[config.mk]
export PLATFORM = sky130hd
export DESIGN_NAME = spi_tx16_flat
export DESIGN_NICKNAME = d
export VERILOG_FILES = /design/src/rtl/spi_tx16_if.sv /design/src/rtl/spi_tx16.sv /design/src/flat_wrapper.sv
export SDC_FILE = /design/constraint.sdc
export NUM_CORES = 1
export LEC_CHECK = 0
export CORE_UTILIZATION = 40
export DETAILED_ROUTE_END_ITERATION = 8
export GPL_TIMING_DRIVEN = 0
export PLACE_DENSITY_LB_ADDON = 0.15
export SLEW_MARGIN = 15
export SYNTH_ARGS = -nofsm -noshare
export SYNTH_HDL_FRONTEND = slang
export SYNTH_SLANG_ARGS = --single-unit
[constraint.sdc]
create_clock -name i_clk -period 1.6 [get_ports i_clk]
set_input_delay 0.48 -clock i_clk [delete_from_list [all_inputs] [get_ports i_clk]]
set_output_delay 0.48 -clock i_clk [all_outputs]
set_load 0.05 [all_outputs]
[src/rtl/spi_tx16_if.sv]
// Handshake and serial-line bundle for the SPI-load initiator.
// slave = the initiator block itself, master = the controller/chain side driving it.
interface spi_tx16_if #(parameter int DATA_W = 16);
  logic [DATA_W-1:0] i_data;
  logic              i_valid;
  logic              o_ready;
  logic              o_spi_clk;
  logic              o_spi_dat;
  logic              o_spi_load;
  logic              i_spi_dat;
  logic [DATA_W-1:0] o_rx_data;
  logic              o_done;

  modport slave (
    input  i_data, i_valid, i_spi_dat,
    output o_ready, o_spi_clk, o_spi_dat, o_spi_load, o_rx_data, o_done
  );

  modport master (
    output i_data, i_valid, i_spi_dat,
    input  o_ready, o_spi_clk, o_spi_dat, o_spi_load, o_rx_data, o_done
  );
endinterface

[src/rtl/spi_tx16.sv]
// SPI-load initiator: shifts one DATA_W word MSB first, then pulses load, then a gap.
// Define SPI_TX_READBACK_EN to capture the chain's serial output into o_rx_data.
module spi_tx16 #(
  parameter int DATA_W  = 16,
  parameter int CLK_DIV = 4
) (
  input  logic        i_clk,
  input  logic        i_rst,
  spi_tx16_if.slave   bus
);
  localparam int DIV_W = (CLK_DIV > 1) ? $clog2(CLK_DIV) : 1;
  localparam int CNT_W = $clog2(DATA_W);
  localparam logic [DIV_W-1:0] DIV_LAST = DIV_W'(CLK_DIV - 1);
  localparam logic [CNT_W-1:0] CNT_LAST = CNT_W'(DATA_W - 1);

  localparam logic [2:0] ST_IDLE = 3'd0;
  localparam logic [2:0] ST_LOW  = 3'd1;
  localparam logic [2:0] ST_HIGH = 3'd2;
  localparam logic [2:0] ST_LOAD = 3'd3;
  localparam logic [2:0] ST_GAP  = 3'd4;

  logic [2:0]        state_q, state_d;
  logic [DIV_W-1:0]  div_q, div_d;
  logic [CNT_W-1:0]  cnt_q, cnt_d;
  logic [DATA_W-1:0] sh_q, sh_d;
  logic              clk_q, clk_d;
  logic              dat_q, dat_d;
  logic              load_q, load_d;
  logic              done_q, done_d;
  logic              phase_end;

  assign phase_end = (div_q == DIV_LAST);

  always_comb begin
    state_d = state_q;
    cnt_d   = cnt_q;
    sh_d    = sh_q;
    clk_d   = clk_q;
    dat_d   = dat_q;
    load_d  = load_q;
    done_d  = 1'b0;
    // divider reloads on every phase boundary, so each state lasts CLK_DIV cycles
    div_d   = phase_end ? '0 : div_q + 1'b1;
    case (state_q)
      ST_IDLE: begin
        div_d = '0;
        if (bus.i_valid) begin
          state_d = ST_LOW;
          sh_d    = bus.i_data;
          dat_d   = bus.i_data[DATA_W-1];
          clk_d   = 1'b0;
          cnt_d   = '0;
        end
      end
      ST_LOW: if (phase_end) begin
        state_d = ST_HIGH;
        clk_d   = 1'b1;
      end
      ST_HIGH: if (phase_end) begin
        clk_d = 1'b0;
        if (cnt_q != CNT_LAST) begin
          state_d = ST_LOW;
          sh_d    = sh_q << 1;
          dat_d   = sh_q[DATA_W-2];
          cnt_d   = cnt_q + 1'b1;
        end else begin
          state_d = ST_LOAD;
          dat_d   = 1'b0;
          load_d  = 1'b1;
        end
      end
      ST_LOAD: if (phase_end) begin
        state_d = ST_GAP;
        load_d  = 1'b0;
      end
      ST_GAP: if (phase_end) begin
        state_d = ST_IDLE;
        done_d  = 1'b1;
      end
      default: state_d = ST_IDLE;
    endcase
  end

  always_ff @(posedge i_clk) begin
    if (i_rst) begin
      state_q <= ST_IDLE;
      div_q   <= '0;
      cnt_q   <= '0;
      sh_q    <= '0;
      clk_q   <= 1'b0;
      dat_q   <= 1'b0;
      load_q  <= 1'b0;
      done_q  <= 1'b0;
    end else begin
      state_q <= state_d;
      div_q   <= div_d;
      cnt_q   <= cnt_d;
      sh_q    <= sh_d;
      clk_q   <= clk_d;
      dat_q   <= dat_d;
      load_q  <= load_d;
      done_q  <= done_d;
    end
  end

`ifdef SPI_TX_READBACK_EN
  logic [DATA_W-1:0] rx_q, rx_d;
  logic [DATA_W-1:0] rx_data_q, rx_data_d;

  // sample late in HIGH so the chain has had the whole high phase to settle
  always_comb begin
    rx_d      = rx_q;
    rx_data_d = rx_data_q;
    if (state_q == ST_HIGH && phase_end) rx_d = {rx_q[DATA_W-2:0], bus.i_spi_dat};
    if (state_q == ST_GAP && phase_end)  rx_data_d = rx_q;
  end

  always_ff @(posedge i_clk) begin
    if (i_rst) begin
      rx_q      <= '0;
      rx_data_q <= '0;
    end else begin
      rx_q      <= rx_d;
      rx_data_q <= rx_data_d;
    end
  end

  assign bus.o_rx_data = rx_data_q;
`else
  assign bus.o_rx_data = '0;
`endif

  assign bus.o_ready    = (state_q == ST_IDLE);
  assign bus.o_spi_clk  = clk_q;
  assign bus.o_spi_dat  = dat_q;
  assign bus.o_spi_load = load_q;
  assign bus.o_done     = done_q;
endmodule
[src/flat_wrapper.sv]
// flat-port wrapper written by rule: the top's interface ports become plain ports
module spi_tx16_flat 
#(
  parameter int DATA_W  = 16,
  parameter int CLK_DIV = 4
)
  (i_clk, i_rst, bus_i_data, bus_i_valid, bus_i_spi_dat, bus_o_ready, bus_o_spi_clk, bus_o_spi_dat, bus_o_spi_load, bus_o_rx_data, bus_o_done);
  spi_tx16_if #(.DATA_W(DATA_W)) bus_i ();
  input  logic i_clk;
  input  logic i_rst;
  input wire logic [$bits(bus_i.i_data)-1:0] bus_i_data;
  input wire logic [$bits(bus_i.i_valid)-1:0] bus_i_valid;
  input wire logic [$bits(bus_i.i_spi_dat)-1:0] bus_i_spi_dat;
  output wire logic [$bits(bus_i.o_ready)-1:0] bus_o_ready;
  output wire logic [$bits(bus_i.o_spi_clk)-1:0] bus_o_spi_clk;
  output wire logic [$bits(bus_i.o_spi_dat)-1:0] bus_o_spi_dat;
  output wire logic [$bits(bus_i.o_spi_load)-1:0] bus_o_spi_load;
  output wire logic [$bits(bus_i.o_rx_data)-1:0] bus_o_rx_data;
  output wire logic [$bits(bus_i.o_done)-1:0] bus_o_done;
  assign bus_i.i_data = bus_i_data;
  assign bus_i.i_valid = bus_i_valid;
  assign bus_i.i_spi_dat = bus_i_spi_dat;
  assign bus_o_ready = bus_i.o_ready;
  assign bus_o_spi_clk = bus_i.o_spi_clk;
  assign bus_o_spi_dat = bus_i.o_spi_dat;
  assign bus_o_spi_load = bus_i.o_spi_load;
  assign bus_o_rx_data = bus_i.o_rx_data;
  assign bus_o_done = bus_i.o_done;
  spi_tx16 #(.DATA_W(DATA_W), .CLK_DIV(CLK_DIV)) u_core (.i_clk(i_clk), .i_rst(i_rst), .bus(bus_i));
endmodule
==> impl_metrics.env <==
export IMPL_leakage_uw=0.0007759
export IMPL_ant_nets=0
export IMPL_drc=0
export IMPL_irDropWorstVdd_v=0.0003784
export IMPL_setup_ws_ns=-0.07304
export IMPL_yosysTopAreaCell="dfxtp_1"
export IMPL_post_route_period_util_pct=104.6
export IMPL_synthSimpleGateAreaFrac_pct=15.04
export IMPL_final_common_cell="buf_4"
export IMPL_gp_congestion=0.7764
export IMPL_post_drt_via_cell_ratio=5.020
export IMPL_synth_top_family_by_area="compound AO/OA/AOI/OAI gates"
export IMPL_final_layout_size_suffix_gt1_share_pct=38.81
export IMPL_seq_area_frac_synth_pct=38.06
export IMPL_cp_arrival_ns=1.19
export IMPL_stdcell_count=247
export IMPL_timing_hold_ws_ns=0.4565
export IMPL_synth_seq_cells=28
export IMPL_synthAdderAreaFrac_pct=1.699
export IMPL_status="finished with violations"
export IMPL_violations="setup timing"
export IMPL_crit_chain="buf_4 > nor3_4 > buf_6"
export IMPL_mostFrequentLayoutCells="25 x buf_4, 24 x dfxtp_1, 16 x conb_1, 16 x clkdlybuf4s50_1"
export IMPL_clockBufferDepth=2
export IMPL_rsz0062_at_grt="true"
export IMPL_clk_latency_ns=0.26
export IMPL_hold_buffers=0
export IMPL_syn_instance_count=151
export IMPL_crit_path_start_kind="flop"
export IMPL_muxShareOfSynthArea_pct=10.96
export IMPL_max_slew_margin_pct=49.59
export IMPL_clk_pin_slew_worst_paths_ns=0.09
export IMPL_antenna_cells=0
export IMPL_avgSynthCellArea_sq_um=9.753
export IMPL_fin_area_sq_um=2053
export IMPL_wl_per_cell_um=12.92
export IMPL_skew_ns=0.002050
export IMPL_grt_pass1_wl_mm=5.416
export IMPL_reg2reg_slack_ns=-0.03
export IMPL_clockRootBuffer="clkbuf_8"
export IMPL_cts_tree="done"
export IMPL_yosysTopAreaCellShare_pct=38.06
export IMPL_drt_iter0_drc=37
export IMPL_max_stage_delay_ns=0.36
export IMPL_synth_compound_area_share_pct=21.24
export IMPL_p_total_uw=1493
export IMPL_utilization_pct=59.65
export IMPL_yosysWarnings=0
export IMPL_drv_cap=0
export IMPL_worst_pin_slew_ns=0.7562
export IMPL_initial_utilization_pct=42.78
export IMPL_first_pass_iters=4
export IMPL_placed_cells=234
export IMPL_htreeDepth=1
export IMPL_syn_area_sq_um=1473
export IMPL_cts_made_buffers=3
export IMPL_die_area_sq_um=3928
export IMPL_antenna_found_initial=0
export IMPL_crit_slowest_cell="dfxtp_2"
export IMPL_ys_types=32
export IMPL_gr_total_overflow=0
export IMPL_grt_pass1_vias=1215
export IMPL_ios=41
export IMPL_grt_max_degree=15
export IMPL_power_density_nw_per_um2=727.1
export IMPL_vias=1240
export IMPL_hpwl_mm=2.162
export IMPL_portBuffers=22
export IMPL_core_area_sq_um=3442
export IMPL_numClockSinks=28
export IMPL_synth_area_top_cells="dfxtp_1 38%, a211oi_2 11%, mux2i_1 10%"
export IMPL_hold_violations=0
export IMPL_num_nets_final=225
export IMPL_slew_violations=0
export IMPL_die_w_um=62.68
export IMPL_crit_fanout=10
export IMPL_cp_end_kind="output port"
export IMPL_dpl_cell_area_sq_um=1827
export IMPL_grtUsageTotal_pct=17.24
export IMPL_period_minus_slack_ns=1.673
export IMPL_worstSetupPathType="flop to output port"
export IMPL_syn2layout_area_growth_pct=39.42
export IMPL_fillCellCount=290
export IMPL_synth_xor_area_share_pct=0
export IMPL_min_path_type="flop to flop"
export IMPL_max_freq_ghz=0.5977
export IMPL_dieHeight_um=62.68
export IMPL_setup_violations=13
export IMPL_crit_required_ns=1.12
export IMPL_row_count=21
export IMPL_wirelength_mm=3.192
## repair_timing
action                     CTS  global route
gates resized for setup     38            21
setup endpoints to repair   26            23
buffers inserted             7             2
gates cloned                 2             0
pin swaps                   13             5
## power by group
group	switching [uW]	leakage, uW	internal (uW)	total [uW]
combinational	209	0.000523	156	364
sequential	24.7	0.000231	733	757
clock	203	0.0000216	168	371
## synthesized netlist by cell type
cell type,n
nand2b_1,1
mux2i_1,15
nand3b_1,2
nor3_1,2
a22oi_1,1
ha_1,2
mux2_2,1
and4b_1,2
nand2_1,1
nor4_1,1
nor2b_1,1
a211oi_2,13
buf_6,2
nand3_1,3
nand4b_1,2
buf_4,17
nor3b_1,4
nor4b_1,1
a31oi_1,1
and2_1,1
conb_1,1
a211oi_1,2
a2111oi_0,1
nor2_1,17
buf_2,3
a2111oi_4,1
o21ai_0,8
or3_1,2
buf_1,1
clkbuf_1,5
dfxtp_1,28
a21oi_1,9
## layout make-up
cell class	count	area (sq um)	share of cell area (%)
multi-input cells	110	873.3	42.54
clock buffers	3	41.29	2.011
flip-flops and latches	28	565.5	27.54
repair buffers	32	296.5	14.44
plain buffers	28	219.0	10.66
well taps	46	57.56	2.803
## worst paths after layout
path / cells after the start / startpoint / end
min reg2reg: 1 / u_core.div_q[0] / u_core.div_q[0]
min: 1 / u_core.div_q[0] / u_core.div_q[0]
max: 3 / u_core.state_q[0] / bus_o_ready
max reg2reg: 7 / u_core.cnt_q[1] / u_core.sh_q[11]
## cells by family (layout without fill, tap and decap cells)
logic type | count (synthesis) | in the layout
DFF | 28 | 28
other | 1 | 16
muxes | 16 | 16
AOI/OAI and AO/OA | 36 | 36
buffers and inverters | 28 | 63
and+or+nand+nor | 40 | 40
adders and majority gates | 2 | 2
## per-stage QoR
step                      setup WS, ns  setup TNS (ns)
after floorplan              0.0002032               0
after global placement         -0.5632          -8.709
after detailed placement       -0.5667          -9.212
after CTS                     -0.07529         -0.1043
after global routing           -0.1283          -1.448
final                         -0.07304         -0.2023
## registers in the layout (all words and copies together) (netlist names)
name / flops
u_core.bus.o_spi_clk: 1
u_core.cnt_q: 4
u_core.div_q: 2
u_core.state_q: 3
u_core.bus.o_spi_dat: 1
u_core.sh_q: 15
u_core.bus.o_done: 1
u_core.bus.o_spi_load: 1
## layer usage
layer / track usage [%] / wire length, um / vias up / share of wire (%)
met5: 0 / 0 / - / 0
met4: 9.012 / 34 / 0 / 1.1
met3: 2.737 / 108 / 4 / 3.4
met2: 29.21 / 1525 / 29 / 48
met1: 20.86 / 1523 / 589 / 48
li1: - / - / 618 / -
## critical path: cells and delay by family, from the launching register on
kind | cells | cell delay [ns]
flip-flops | 1 | 0.36
AND/OR/NAND/NOR | 1 | 0.21
buffers and inverters | 2 | 0.36
Power figures use the tool's default switching activity.
